--- src/rtl/alu_pkg.sv ---
// Shared definitions for the ALU request scheduler.
//   - FSM state encoding used by alu_sched
//   - Opcode constants understood by the attached ALU
//   - Default opcode count, datapath widths and a small one-hot helper
package alu_pkg;

   localparam int unsigned NUM_REQ     = 2;
   localparam int unsigned OPC_W       = 5;
   localparam int unsigned DATA_W      = 32;
   localparam int unsigned CNT_W       = 4;
   localparam int unsigned NUM_OPS_DEF = 16;

   typedef enum logic [1:0] {
      IDLE  = 2'd0,
      ISSUE = 2'd1,
      WAIT  = 2'd2,
      RESP  = 2'd3
   } state_t;

   localparam logic [OPC_W-1:0] OP_ADD  = 5'd0;
   localparam logic [OPC_W-1:0] OP_ADDC = 5'd1;
   localparam logic [OPC_W-1:0] OP_SUB  = 5'd2;
   localparam logic [OPC_W-1:0] OP_SUBC = 5'd3;
   localparam logic [OPC_W-1:0] OP_AND  = 5'd4;
   localparam logic [OPC_W-1:0] OP_OR   = 5'd5;
   localparam logic [OPC_W-1:0] OP_XOR  = 5'd6;
   localparam logic [OPC_W-1:0] OP_NOT  = 5'd7;
   localparam logic [OPC_W-1:0] OP_SHL  = 5'd8;
   localparam logic [OPC_W-1:0] OP_SHR  = 5'd9;
   localparam logic [OPC_W-1:0] OP_SRA  = 5'd10;
   localparam logic [OPC_W-1:0] OP_ROL  = 5'd11;
   localparam logic [OPC_W-1:0] OP_ROR  = 5'd12;
   localparam logic [OPC_W-1:0] OP_INC  = 5'd13;
   localparam logic [OPC_W-1:0] OP_DEC  = 5'd14;
   localparam logic [OPC_W-1:0] OP_NEG  = 5'd15;

   // Requester index to one-hot response vector.
   function automatic logic [NUM_REQ-1:0] idx_to_onehot(input logic idx);
      return idx ? 2'b10 : 2'b01;
   endfunction

endpackage

--- src/rtl/rr_arb2.sv ---
// Two-way round-robin arbiter.
// Ports:
//   clk, rst   single clock, synchronous active-high reset
//   valid[1:0] request valid per requester
//   accept     the granted request was taken this cycle
//   grant[1:0] one-hot (or zero) grant
// A lone requester always wins; on a tie the requester not served last wins.
// The "last served" pointer only moves when a grant is accepted.
module rr_arb2 (
   input  logic       clk,
   input  logic       rst,
   input  logic [1:0] valid,
   input  logic       accept,
   output logic [1:0] grant
);

   // Index of the requester served most recently; reset to 1 so requester 0
   // wins the first tie.
   logic r_last;

   always_comb begin
      grant = 2'b00;
      unique case (valid)
         2'b01:   grant = 2'b01;
         2'b10:   grant = 2'b10;
         2'b11:   grant = r_last ? 2'b01 : 2'b10;
         default: grant = 2'b00;
      endcase
   end

   always_ff @(posedge clk) begin
      if (rst) begin
         r_last <= 1'b1;
      end else if (accept) begin
         r_last <= grant[1];
      end
   end

endmodule

--- src/rtl/alu_sched.sv ---
// Scheduler sharing one multi-cycle ALU between two requesters.
// Flow: IDLE (accept a request) -> ISSUE (one-cycle alu_enable) -> WAIT
// (count LATENCY cycles, capture alu_out) -> RESP (hold until owner accepts).
// Ports:
//   clk, rst                  single clock, synchronous active-high reset
//   req_valid/req_ready[1:0]  request handshake, bit i = requester i
//   req_opcode[9:0]           5-bit opcode per requester
//   req_a/req_b[63:0]         32-bit operands per requester
//   rsp_valid/rsp_ready[1:0]  response handshake, valid is one-hot to owner
//   rsp_data[31:0], rsp_err   result and illegal-opcode flag
//   alu_opcode/alu_enable/alu_a/alu_b  ALU command, alu_out ALU result
//   busy                      scheduler not in IDLE
// Optional feature: define ALU_SCHED_OPCHK_EN to answer opcodes >= NUM_OPS
// directly with rsp_err=1, rsp_data=0 without touching the ALU.
module alu_sched
   import alu_pkg::*;
#(
   parameter int unsigned LATENCY = 1,
   parameter int unsigned NUM_OPS = NUM_OPS_DEF
) (
   input  logic        clk,
   input  logic        rst,
   input  logic [1:0]  req_valid,
   output logic [1:0]  req_ready,
   input  logic [9:0]  req_opcode,
   input  logic [63:0] req_a,
   input  logic [63:0] req_b,
   output logic [1:0]  rsp_valid,
   input  logic [1:0]  rsp_ready,
   output logic [31:0] rsp_data,
   output logic        rsp_err,
   output logic [4:0]  alu_opcode,
   output logic        alu_enable,
   output logic [31:0] alu_a,
   output logic [31:0] alu_b,
   input  logic [31:0] alu_out,
   output logic        busy
);

   if (LATENCY < 1 || LATENCY > 15 || NUM_OPS < 1 || NUM_OPS > 32) begin : g_bad_param
      $error("alu_sched: LATENCY must be 1..15 and NUM_OPS 1..32");
   end

   localparam logic [CNT_W-1:0] LAT_LOAD = CNT_W'(LATENCY);

   state_t             r_state;
   state_t             w_state_nxt;
   logic [1:0]         w_grant;
   logic               w_accept;
   logic               w_sel;
   logic [OPC_W-1:0]   w_sel_op;
   logic [DATA_W-1:0]  w_sel_a;
   logic [DATA_W-1:0]  w_sel_b;
   logic               w_illegal;

   logic               r_owner;
   logic [OPC_W-1:0]   r_op;
   logic [DATA_W-1:0]  r_a;
   logic [DATA_W-1:0]  r_b;
   logic [CNT_W-1:0]   r_cnt;
   logic [DATA_W-1:0]  r_rsp_data;

   rr_arb2 u_arb (
      .clk    (clk),
      .rst    (rst),
      .valid  (req_valid),
      .accept (w_accept),
      .grant  (w_grant)
   );

   // Grant is one-hot, so bit 1 is the winning index.
   assign w_sel    = w_grant[1];
   assign w_sel_op = w_sel ? req_opcode[9:5] : req_opcode[4:0];
   assign w_sel_a  = w_sel ? req_a[63:32]    : req_a[31:0];
   assign w_sel_b  = w_sel ? req_b[63:32]    : req_b[31:0];
   assign w_accept = |(req_valid & req_ready);

`ifdef ALU_SCHED_OPCHK_EN
   localparam logic [OPC_W:0] NUM_OPS_W = (OPC_W + 1)'(NUM_OPS);
   logic r_rsp_err;
   assign w_illegal = ({1'b0, w_sel_op} >= NUM_OPS_W);
   assign rsp_err   = r_rsp_err;
`else
   assign w_illegal = 1'b0;
   assign rsp_err   = 1'b0;
`endif

   always_ff @(posedge clk) begin
      if (rst) begin
         r_state <= IDLE;
      end else begin
         r_state <= w_state_nxt;
      end
   end

   always_comb begin
      w_state_nxt = r_state;
      req_ready   = 2'b00;
      rsp_valid   = 2'b00;
      alu_enable  = 1'b0;
      busy        = (r_state != IDLE);
      unique case (r_state)
         IDLE: begin
            // Gated by rst so nothing is taken on a reset cycle.
            req_ready = rst ? 2'b00 : w_grant;
            if (w_accept) begin
               w_state_nxt = w_illegal ? RESP : ISSUE;
            end
         end
         ISSUE: begin
            alu_enable  = 1'b1;
            w_state_nxt = WAIT;
         end
         WAIT: begin
            if (r_cnt == 4'd1) begin
               w_state_nxt = RESP;
            end
         end
         RESP: begin
            rsp_valid = idx_to_onehot(r_owner);
            if (rsp_ready[r_owner]) begin
               w_state_nxt = IDLE;
            end
         end
         default: w_state_nxt = IDLE;
      endcase
   end

   always_ff @(posedge clk) begin
      if (rst) begin
         r_owner    <= 1'b0;
         r_op       <= '0;
         r_a        <= '0;
         r_b        <= '0;
         r_cnt      <= '0;
         r_rsp_data <= '0;
`ifdef ALU_SCHED_OPCHK_EN
         r_rsp_err  <= 1'b0;
`endif
      end else begin
         if (w_accept) begin
            r_owner <= w_sel;
            r_op    <= w_sel_op;
            r_a     <= w_sel_a;
            r_b     <= w_sel_b;
`ifdef ALU_SCHED_OPCHK_EN
            if (w_illegal) begin
               r_rsp_data <= '0;
               r_rsp_err  <= 1'b1;
            end
`endif
         end
         if (r_state == ISSUE) begin
            r_cnt <= LAT_LOAD;
         end else if (r_state == WAIT) begin
            r_cnt <= r_cnt - 4'd1;
            if (r_cnt == 4'd1) begin
               r_rsp_data <= alu_out;
`ifdef ALU_SCHED_OPCHK_EN
               r_rsp_err  <= 1'b0;
`endif
            end
         end
      end
   end

   // Command registers only change on accept, so they stay put ISSUE..WAIT.
   assign alu_opcode = r_op;
   assign alu_a      = r_a;
   assign alu_b      = r_b;
   assign rsp_data   = r_rsp_data;

endmodule

--- config.mk ---
export PLATFORM = sky130hd
export DESIGN_NAME = alu_sched
export DESIGN_NICKNAME = d
export VERILOG_FILES = /design/src/rtl/alu_pkg.sv /design/src/rtl/rr_arb2.sv /design/src/rtl/alu_sched.sv
export SDC_FILE = /design/constraint.sdc
export NUM_CORES = 1
export LEC_CHECK = 0
export ABC_AREA = 1
export CORE_UTILIZATION = 39
export CTS_BUF_LIST = sky130_fd_sc_hd__clkbuf_4 sky130_fd_sc_hd__clkbuf_8
export DETAILED_ROUTE_END_ITERATION = 12
export PLACE_DENSITY = 0.84
export SYNTH_ARGS = -nofsm -noshare
export SYNTH_HDL_FRONTEND = slang
export SYNTH_SLANG_ARGS = --single-unit
export TNS_END_PERCENT = 1
--- constraint.sdc ---
create_clock -name clk -period 2.1 [get_ports clk]
set_clock_uncertainty 0.15 [all_clocks]
set_input_delay 0.315 -clock clk [delete_from_list [all_inputs] [get_ports clk]]
set_output_delay 0.315 -clock clk [all_outputs]
set_load 0.01 [all_outputs]
---- Word level (Yosys, flattened, before mapping) ----
Cells that the tools add are included.
W data, S select, Z words.
word-level totals
  register bits ........................... 109
  input port bits ......................... 176
  output and inout bits ................... 108
  word-level logic and storage cells ...... 48
operators by class
  add/subtract/negate cells ............... 1
  order comparisons ....................... 1
  equality and inequality tests ........... 10
  muxes and demuxes ....................... 18
  bitwise gates (word level) .............. 2
  reductions and logical operators ........ 7
operators with widths
  kind                   number
  $mux W32               2
  $mux W2                8
  $eq A2 B2 Y1 const B   4
  $pmux W2 S4            1
  $pmux W2 S3            1
  $reduce_and A3 Y1      2
  $mux W1                5
  $mux W5                1
  $eq A2 B1 Y1 const B   2
  $eq A4 B1 Y1 const B   1
  $ne A2 B2 Y1 const B   2
  $reduce_bool A2 Y1     2
  $reduce_or A2 Y1       2
  $sub A4 B1 Y4 const B  1
  $and A2 B2 Y2          1
  $logic_not A2 Y1       1
  $lt A1 B2 Y1 const B   1
  $ne A2 B1 Y1 const B   1
  $not A1 Y1             1

---- Depth between registers and ports, before layout ----
Gate-level depths: netlist of the first run.
  word-level depth ........................ 8
  mapped depth ............................ 9
  mapped depth without buffers ............ 9

---- By module ----
From an unflattened synthesis of the first run, not the netlist that was laid out.
second synthesis, totals
  cell total of the unflattened synthesis .. 526
  area total of the unflattened synthesis .. 4689.5 sq um
by module, submodules not included
  module     instances  cells an instance  area each (sq um)  seq. area each (sq um)
  alu_sched  1          517                4630.7             2162.1
  rr_arb2    1          9                  58.8               20.0

---- Worst setup path before layout of the first run ----
No wires, ideal clock.
  path kind ............................... flip-flop to flip-flop
  start point ............................. register r_state[0]
  end point ............................... register r_b[13] (netlist: alu_b[13])
  library setup time ...................... 0.116 ns
  data arrival time ....................... 1.325 ns
  required time ........................... 1.834 ns
  slack ................................... 0.508 ns
  stages on the path, launching flop included .. 8
  buffers on the path ..................... 2
  clock period less this slack ............ 1.592 ns
  cells stage by stage .................... dfxtp_1 -> inv_1 -> ha_1 -> nand2_1 -> a21oi_2 -> buf_2 -> buf_4 -> o211a_1
on the way
  longest elaborated chain between the ends .. 4
ends and longest elaborated chain
  what                    RTL line          text
  start, declared         alu_sched.sv:46   state_t r_state;
  start signal, assigned  alu_sched.sv:92   r_state <= w_state_nxt;
  $logic_not A2 Y1        alu_sched.sv:102  unique case (r_state)
  $mux W2                 alu_sched.sv:102
  $and A2 B2 Y2           alu_sched.sv:76   assign w_accept = |(req_valid & req_ready);
  $reduce_or A2 Y1        alu_sched.sv:76
  end signal, assigned    alu_sched.sv:145  r_b <= w_sel_b;
  end, declared           alu_sched.sv:59   logic [DATA_W-1:0] r_b;
No other way between the ends.
A chain may end at the register's enable or synchronous reset.

---- Worst setup path in the final report of the first run ----
  start point ............................. register r_state[0]
  end point ............................... output req_ready[0]
on the way
  longest elaborated chain between the ends .. 2
ends and longest elaborated chain
  what              RTL line          text
  $logic_not A2 Y1  alu_sched.sv:102
  $mux W2           alu_sched.sv:102
  end, declared     alu_sched.sv:24   output logic [1:0] req_ready,
No other way between the ends.

==> metrics.cfg, run 1 <==
[worst_setup_path]
crit_fanout = 4
cp_top_family = buffers and inverters
worstPathCellList = inv_1 > ha_4 > nand2_2 > nor2_2 > clkdlybuf4s15_2
max_stage_delay_ps = 330
r2r-start = r_state[0]
critPathBufInv = 2
r2r-end = alu_b[14]
critPathSlowestCell = dfxtp_1
ff2ff_path_depth = 7
crit_type = flip-flop to output port
cp.required_ps = 1630
crit_arrival_ps = 1540
crit_path_end_kind = output port
rrSetupSlack_ps = 340
cp-start-kind = flip-flop

[sta]
setup_violations = 0
fin_crit_ps = 2000
maxSlewViolCount = 0
slew_headroom = 0.533
worst_slack_ps = 98.3
finalHoldViolations = 0
worst_pin_slew_ps = 701
fin_crit_sh = 0.953
finalHoldWorstSlack_ps = 281
fmax_ghz = 0.500
rsz0062_at_grt = false

[clock_network]
cts_setup_buffers = 0
cts-root-buf = clkbuf_8
cts_max_path_buffers = 2
clock_sinks = 109
cts_inserted_buffers = 9
clk_pin_slew_ps = 100
clk_latency_ps = 370
holdBufCountCts = 0
htree_levels = 3
cts_tree = done

[placement]
portBuffers = 282
place_ws_ps = -66.7
gp_congestion = 0.844
dpl.hpwl_mm = 10.9

[layout]
register_area_um2 = 2180
diodes = 0
fin_nets = 1053
multi_input_area_um2 = 2310
fill_cells = 993
area_delta_synth_final_pct = 66.2
drive_gt1_frac = 0.0606

[drt]
via_per_inst = 5.03
drtIter0Drc = 320
drtPass1Iterations = 5
drcViolationCount = 0
wl_mm = 15.2
ant_nets = 0
num_vias = 5243
detail_route.wl_per_cell_um = 14.6

[floorplanning]
io-pin-count = 284
die_y_um = 114
core_area_um2 = 12100
fp.dieW_um = 114
placementRows = 40
die-area_um2 = 13000
initial_core_util = 0.405

[yosys]
synth_xor_area_frac = 0
yosysWarnings = 0
ys_seq_elements = 109
syn_inst = 607
seq_area_frac_synth = 0.445
avgSynthCellArea_um2 = 8.07
synthAdderAreaFrac = 0.0204
syn_nets = 791
netlist_area_um2 = 4900
synth_top_family_by_area = simple AND/OR/NAND/NOR gates
yosysUniqueCellTypes = 21
muxShareOfSynthArea = 0
yosys.area_share.simple = 0.226
synth_compound_area_frac = 0.218

[grt]
grt_start_max_net_pins = 87
grt_pass1_vias = 4973
antenna_found_initial = 0
grt_pass1_wl_mm = 23.9
grtUsageTotal = 0.231
overflow = 0

[hold_path]
hold_start = req_valid[1]
holdPathStages = 5
min_to = r_owner
hp-class = input port to flip-flop

[pwr]
combPwrFrac = 0.433
seqPwrFrac = 0.396
total_switching_power_mw = 2.39
p_sw_frac = 0.336
power.share.clock = 0.172
leakage_nw = 3.62
ir_worst_vdd_mv = 0.415
p_int_mw = 4.73
power.density_nw_per_um2 = 874

[run_status]
status = completed

[run]
drv_cap = 0

==> layout by cell type (no fill, tap or decap) <==
master,instances
nand2_2,3
nand4_1,1
inv_1,45
dlygate4sd2_1,3
clkdlybuf4s15_2,1
nand2_1,80
buf_12,6
inv_2,2
a21oi_1,33
buf_2,1
inv_6,3
dfxtp_1,109
a21oi_4,1
nor3b_1,2
nor2_2,2
a211oi_1,1
nand3_1,143
dlymetal6s2s_1,1
o31ai_1,1
clkbuf_8,10
clkinv_4,1
clkinv_2,2
clkdlybuf4s50_1,275
clkdlybuf4s15_1,1
o211a_1,69
nor2_1,12
nand3_2,1
buf_4,19
conb_1,1
a31oi_1,2
ha_4,1
ha_1,7
o21ai_0,35
==> how the worst max path moves through the flow <==
stage,from,to,slack [ps],depth (start not counted)
after floorplan,r_state[0],alu_b[13],510,7
after global placement,rst,req_ready[0],-30,5
after detailed placement,rst,req_ready[0],-70,5
after CTS,r_state[0],req_ready[0],-10,5
after global routing,r_state[0],req_ready[0],20,5
final,r_state[0],req_ready[0],100,5
==> per-layer routing <==
metal,up-vias,wire (um),track usage
met4,0,458,0.102
met1,2370,6180,0.262
met2,215,7180,0.399
met5,-,0,0
li1,2626,-,-
met3,32,1420,0.0720
==> metrics by stage <==
stage / total power [mW] / instances / setup TNS, ps / utilization / cell area (um^2)
finish: 7.12 / 1042 / 0 / 0.673 / 8150
global route: 7.57 / 1042 / 0 / 0.673 / 8150
CTS: 7.15 / 1042 / -13.0 / 0.671 / 8130
detailed placement: 5.92 / 1026 / -71.1 / 0.656 / 7940
global placement: 5.87 / 1026 / -48.0 / 0.656 / 7940
floorplan: 4.27 / 607 / 0 / - / 4900
==> state kept, by name, indices dropped and copies added, names as in the netlist <==
register,count
alu_a,32
alu_opcode,5
r_cnt,4
r_state,2
r_owner,1
rsp_data,32
u_arb.r_last,1
alu_b,32
==> cell type report <==
cell class                 instances  share of cell area
timing repair buffer             307               0.378
sequential                       109               0.268
clock buffer                      10              0.0169
clock inverter                     6             0.00553
multi-input combinational        395               0.284
tap                              168              0.0258
inverter                          47              0.0217
==> synth_stat cells (all sizes together) <==
| library cell | number | share of area |
|---|---|---|
| nand3 | 144 | 0.15 |
| dfxtp | 109 | 0.45 |
| nand2 | 83 | 0.064 |
| o211a | 69 | 0.14 |
| inv | 47 | 0.036 |
| o21ai | 35 | 0.036 |
| a21oi | 34 | 0.035 |
| buf | 29 | 0.033 |
| clkbuf | 27 | 0.021 |
| nor2 | 14 | 0.011 |
| ha | 8 | 0.020 |
| a31oi | 2 | 0.0026 |
| nor3b | 2 | 0.0031 |
| a211oi | 1 | 0.0015 |
| conb | 1 | 0.00077 |
| nand4 | 1 | 0.0013 |
| o31ai | 1 | 0.0015 |
==> power groups by stage <==
stage | clock network, mW | registers, mW | logic, mW
finish | 1.22 | 2.82 | 3.08
global route | 1.33 | 2.88 | 3.36
CTS | 1.26 | 2.82 | 3.07
detailed placement | 0 | 2.86 | 3.06
global placement | 0 | 2.84 | 3.03
floorplan | 0 | 3.07 | 1.20
==> worst reg2reg max path: cells and delay by family (launching register included) <==
family,cells,cell delay [ps]
and+or+nand+nor,2,240
buffers and inverters,2,490
AOI/OAI and AO/OA,2,280
DFF,1,330
adders and majority gates,1,180
==> cells by family after synthesis <==
logic type / after synthesis
AND/OR/NAND/NOR: 244
other: 1
buffers and inverters: 103
flip-flops: 109
adder cells (fa/ha/maj): 8
AO/OA/AOI/OAI: 142
==> what timing repair did <==
item,in CTS,in global routing
pin swaps,0,0
endpoints found under the setup margin,5,3
gates resized for setup,9,5
Note: power is estimated with default switching activity, not from simulation.
==> run 2, diff against run 1 <==
- clock period: 2.1 -> 1.9 ns (I/O delays scaled with it)
==> metrics.cfg, run 2 (synthesis gave the netlist of run 1 again) <==
[grt]
grtUsageMet2 = 0.411
met1_usage = 0.255
grtUsageTotal = 0.235
antenna_found_initial = 0
grt_start_max_net_pins = 58
grt_busiest_layer = met2
grt_pass1_vias = 4995
grt_pass1_wl_mm = 24.1
overflow = 0
met3_usage = 0.0900

[clock_network]
clk_pin_slew_ps = 100
clk_latency_ps = 380
cts_max_path_buffers = 2
cts-root-buf = clkbuf_8
cts_tree = done
clock_sinks = 109
htree_levels = 3
holdBufCountCts = 0
cts_inserted_buffers = 9

[worst_setup_path]
crit_type = flip-flop to output port
ff2ff_path_depth = 7
cp.required_ps = 1460
r2r-start = r_state[1]
crit_fanout = 3
critPathBufInv = 2
crit_path_end_kind = output port
crit_arrival_ps = 1400
worstPathCellList = inv_1 > ha_4 > nand2_4 > nor2_4 > clkdlybuf4s15_2
critPathSlowestCell = dfxtp_1
max_stage_delay_ps = 320
cp_top_family = buffers and inverters
r2r-end = alu_b[11]
rrSetupSlack_ps = 170
cp-start-kind = flip-flop

[drt]
wl_mm = 15.6
drtIter0Drc = 279
via_per_inst = 5.10
drcViolationCount = 0
detail_route.wl_per_cell_um = 14.9
drtPass1Iterations = 4
ant_nets = 0
num_vias = 5331

[layout]
diodes = 0
fin_nets = 1056
drive_gt1_frac = 0.0696
area_delta_synth_final_pct = 66.4
stdcell_area_um2 = 8160
mostFrequentLayoutCells = 275 x clkdlybuf4s50_1, 143 x nand3_1, 108 x dfxtp_1
fill_cells = 1016
final_common_cell = clkdlybuf4s50_1

[floorplanning]
die_y_um = 114
placementRows = 40
io-pin-count = 284
die-area_um2 = 13000
initial_core_util = 0.405
core_area_um2 = 12100
fp.dieW_um = 114

[hold_path]
holdPathStages = 5
hold_start = req_valid[1]
min_to = r_owner
hp-class = input port to flip-flop

[placement]
portBuffers = 282
place_ws_ps = -223
dpl.hpwl_mm = 11.3
gp_congestion = 0.811
placed_cell_area_um2 = 7940

[sta]
maxSlewViolCount = 0
finalHoldViolations = 0
fmax_ghz = 0.544
slew_headroom = 0.601
setup_violations = 0
fin_crit_ps = 1840
finalHoldWorstSlack_ps = 239
worst_pin_slew_ps = 599
fin_crit_sh = 0.967
finalSetupTns_ps = 0
worst_slack_ps = 61.8

[run]
drv_cap = 0

[pwr]
power_mw = 7.93
leakage_nw = 3.59
power.density_nw_per_um2 = 972
ir_worst_vdd_mv = 0.655

[run_status]
status = completed

run 2: layout make-up:
type,instances,area [um^2],share of cell area
clock buffer,10,138,0.0169
clock inverter,6,47.5,0.00583
inverter,47,176,0.0216
multi-input combinational,395,2330,0.286
sequential,109,2180,0.268
tap,168,210,0.0258
timing repair buffer,310,3070,0.376
run 2: how the worst max path moves through the flow:
stage | start | endpoint | slack, ps | cells past startpoint
after floorplan | r_state[0] | alu_b[13] | 310 | 7
after global placement | rst | req_ready[0] | -170 | 5
after detailed placement | rst | req_ready[0] | -220 | 5
after CTS | r_state[0] | req_ready[0] | -70 | 5
after global routing | r_state[1] | req_ready[1] | -10 | 5
final | r_state[1] | req_ready[1] | 60 | 5
run 2: worst register-to-register path: stages (launching register included):
cell	delay (ps)
dfxtp_1	320
inv_1	100
ha_4	170
nand2_4	90
a21oi_4	260
buf_4	280
nand3_1	130
o211a_1	140
run 2: report_power, final:
group | leakage, nW | internal (mW) | switching [mW]
clock network | 0.0811 | 0.519 | 0.832
registers | 0.894 | 2.83 | 0.292
logic | 2.61 | 1.89 | 1.56
total | 3.59 | 5.24 | 2.69
run 2: metrics by stage:
| step | std cells | util |
|---|---|---|
| after CTS | 1045 | 0.671 |
| after detailed placement | 1029 | 0.656 |
| after floorplan | 607 | - |
| final | 1045 | 0.673 |
| after global placement | 1029 | 0.656 |
| after global routing | 1045 | 0.673 |
run 2: timing repair:
action	in CTS	in global routing
resized for setup	17	10
buffers inserted	0	0
cloned	0	0
pin swaps	0	0
endpoints found under the setup margin	6	4
run 2: metal layers:
| layer | vias up | share of wire |
|---|---|---|
| met1 | 2455 | 0.39 |
| li1 | 2627 | - |
| met4 | 0 | 0.024 |
| met2 | 223 | 0.49 |
| met5 | - | 0 |
| met3 | 26 | 0.098 |
==> run 3, diff against run 2 <==
- ABC_CLOCK_PERIOD_IN_PS: not set -> 2000
- clock period: 1.9 -> 2 ns (I/O delays scaled with it)
==> metrics.cfg, run 3 (synthesis gave the netlist of run 1 again) <==
[run_status]
status = completed

[grt]
grt_pass1_wl_mm = 23.9
grt_pass1_vias = 4873
antenna_found_initial = 0
overflow = 0
grtUsageTotal = 0.234
grt_start_max_net_pins = 65

[floorplanning]
initial_core_util = 0.405
placementRows = 40
core_area_um2 = 12100
io-pin-count = 284
fp.dieW_um = 114
die_y_um = 114
die-area_um2 = 13000

[drt]
via_per_inst = 5.00
dr_wl_met3_mm = 1.50
detail_route.wl_per_cell_um = 14.7
dr_wl_met2_mm = 7.26
ant_nets = 0
wl_mm = 15.3
num_vias = 5200
wl_met1_mm = 6.17
drcViolationCount = 0
drtPass1Iterations = 4
dr.max_layer_used = met4
drtIter0Drc = 318

[sta]
setup_violations = 0
fmax_ghz = 0.523
fin_crit_sh = 0.956
slew_headroom = 0.603
finalSetupTns_ps = 0
fin_crit_ps = 1910
rsz0062_at_grt = false
maxSlewViolCount = 0
finalHoldViolations = 0
worst_slack_ps = 88.9
worst_pin_slew_ps = 596

[placement]
dpl.hpwl_mm = 10.9
place_ws_ps = -134
placed_cell_area_um2 = 7910
placed_cells = 1023
portBuffers = 282
gp_congestion = 0.785

[worst_setup_path]
crit_fanout = 3
cp.required_ps = 1550
crit_arrival_ps = 1460
cp-start-kind = flip-flop
crit_path_end_kind = output port
crit_type = flip-flop to output port

[pwr]
leakage_nw = 3.60
power.density_nw_per_um2 = 933
ir_worst_vdd_mv = 0.693
power_mw = 7.59

[layout]
area_delta_synth_final_pct = 66.0
multi_input_area_um2 = 2310
fin_nets = 1050
drive_gt1_frac = 0.0608
register_area_um2 = 2180
instances_no_fill = 1039
fill_cells = 1009
stdcell_area_um2 = 8130
diodes = 0
final_common_cell = clkdlybuf4s50_1
mostFrequentLayoutCells = 275 x clkdlybuf4s50_1, 143 x nand3_1, 109 x dfxtp_1

[clock_network]
holdBufCountCts = 0
cts-root-buf = clkbuf_8
clk_latency_ps = 390
cts_tree = done
cts_inserted_buffers = 9
cts_max_path_buffers = 2
clk_pin_slew_ps = 100
clock_sinks = 109
htree_levels = 3

[hold_path]
hp-class = input port to flip-flop

[run]
drv_cap = 0

## run 3: critical path, stage by stage (launching register included)
cell	delay, ps
dfxtp_1	360
buf_4	140
ha_2	200
inv_1	40
nor2_1	70
dlygate4sd2_1	270
## run 3: what timing repair did
| item | CTS | global route |
|---|---|---|
| setup buffers | 0 | 0 |
| endpoints found under the setup margin | 6 | 3 |
| resized for setup | 14 | 3 |
| pin swaps | 0 | 0 |
## run 3: metrics by stage
step                      hold slack [ps]  utilization
final                                 203        0.672
after global routing                  232        0.672
after CTS                             177        0.671
after detailed placement              286        0.653
after global placement                281        0.653
after floorplan                       253            -
## run 3: layout make-up
type | instances | share of cell area
repair buffers | 304 | 0.375
multi-input cells | 395 | 0.285
flip-flops and latches | 109 | 0.268
clock inverters | 6 | 0.00892
clock buffers | 10 | 0.0162
well taps | 168 | 0.0258
inverters | 47 | 0.0217
## run 3: routing by layer
| layer | vias to the layer above | global-route usage |
|---|---|---|
| met5 | - | 0 |
| met2 | 209 | 0.402 |
| li1 | 2614 | - |
| met3 | 21 | 0.0979 |
| met1 | 2356 | 0.264 |
| met4 | 0 | 0.0701 |
## run 3: final timing paths
path         slack (ps)            to  cells past startpoint          from
max reg2reg         280      alu_b[7]                      7    r_state[1]
min                 200       r_owner                      5  req_valid[1]
min reg2reg         300  rsp_data[22]                      2  rsp_data[22]
max                  90  rsp_valid[0]                      5    r_state[0]
## run 3: power breakdown
group / total [mW] / switching (mW) / internal (mW)
Clock: 1.41 / 0.806 / 0.605
Combinational: 3.22 / 1.46 / 1.76
Sequential: 2.96 / 0.272 / 2.69
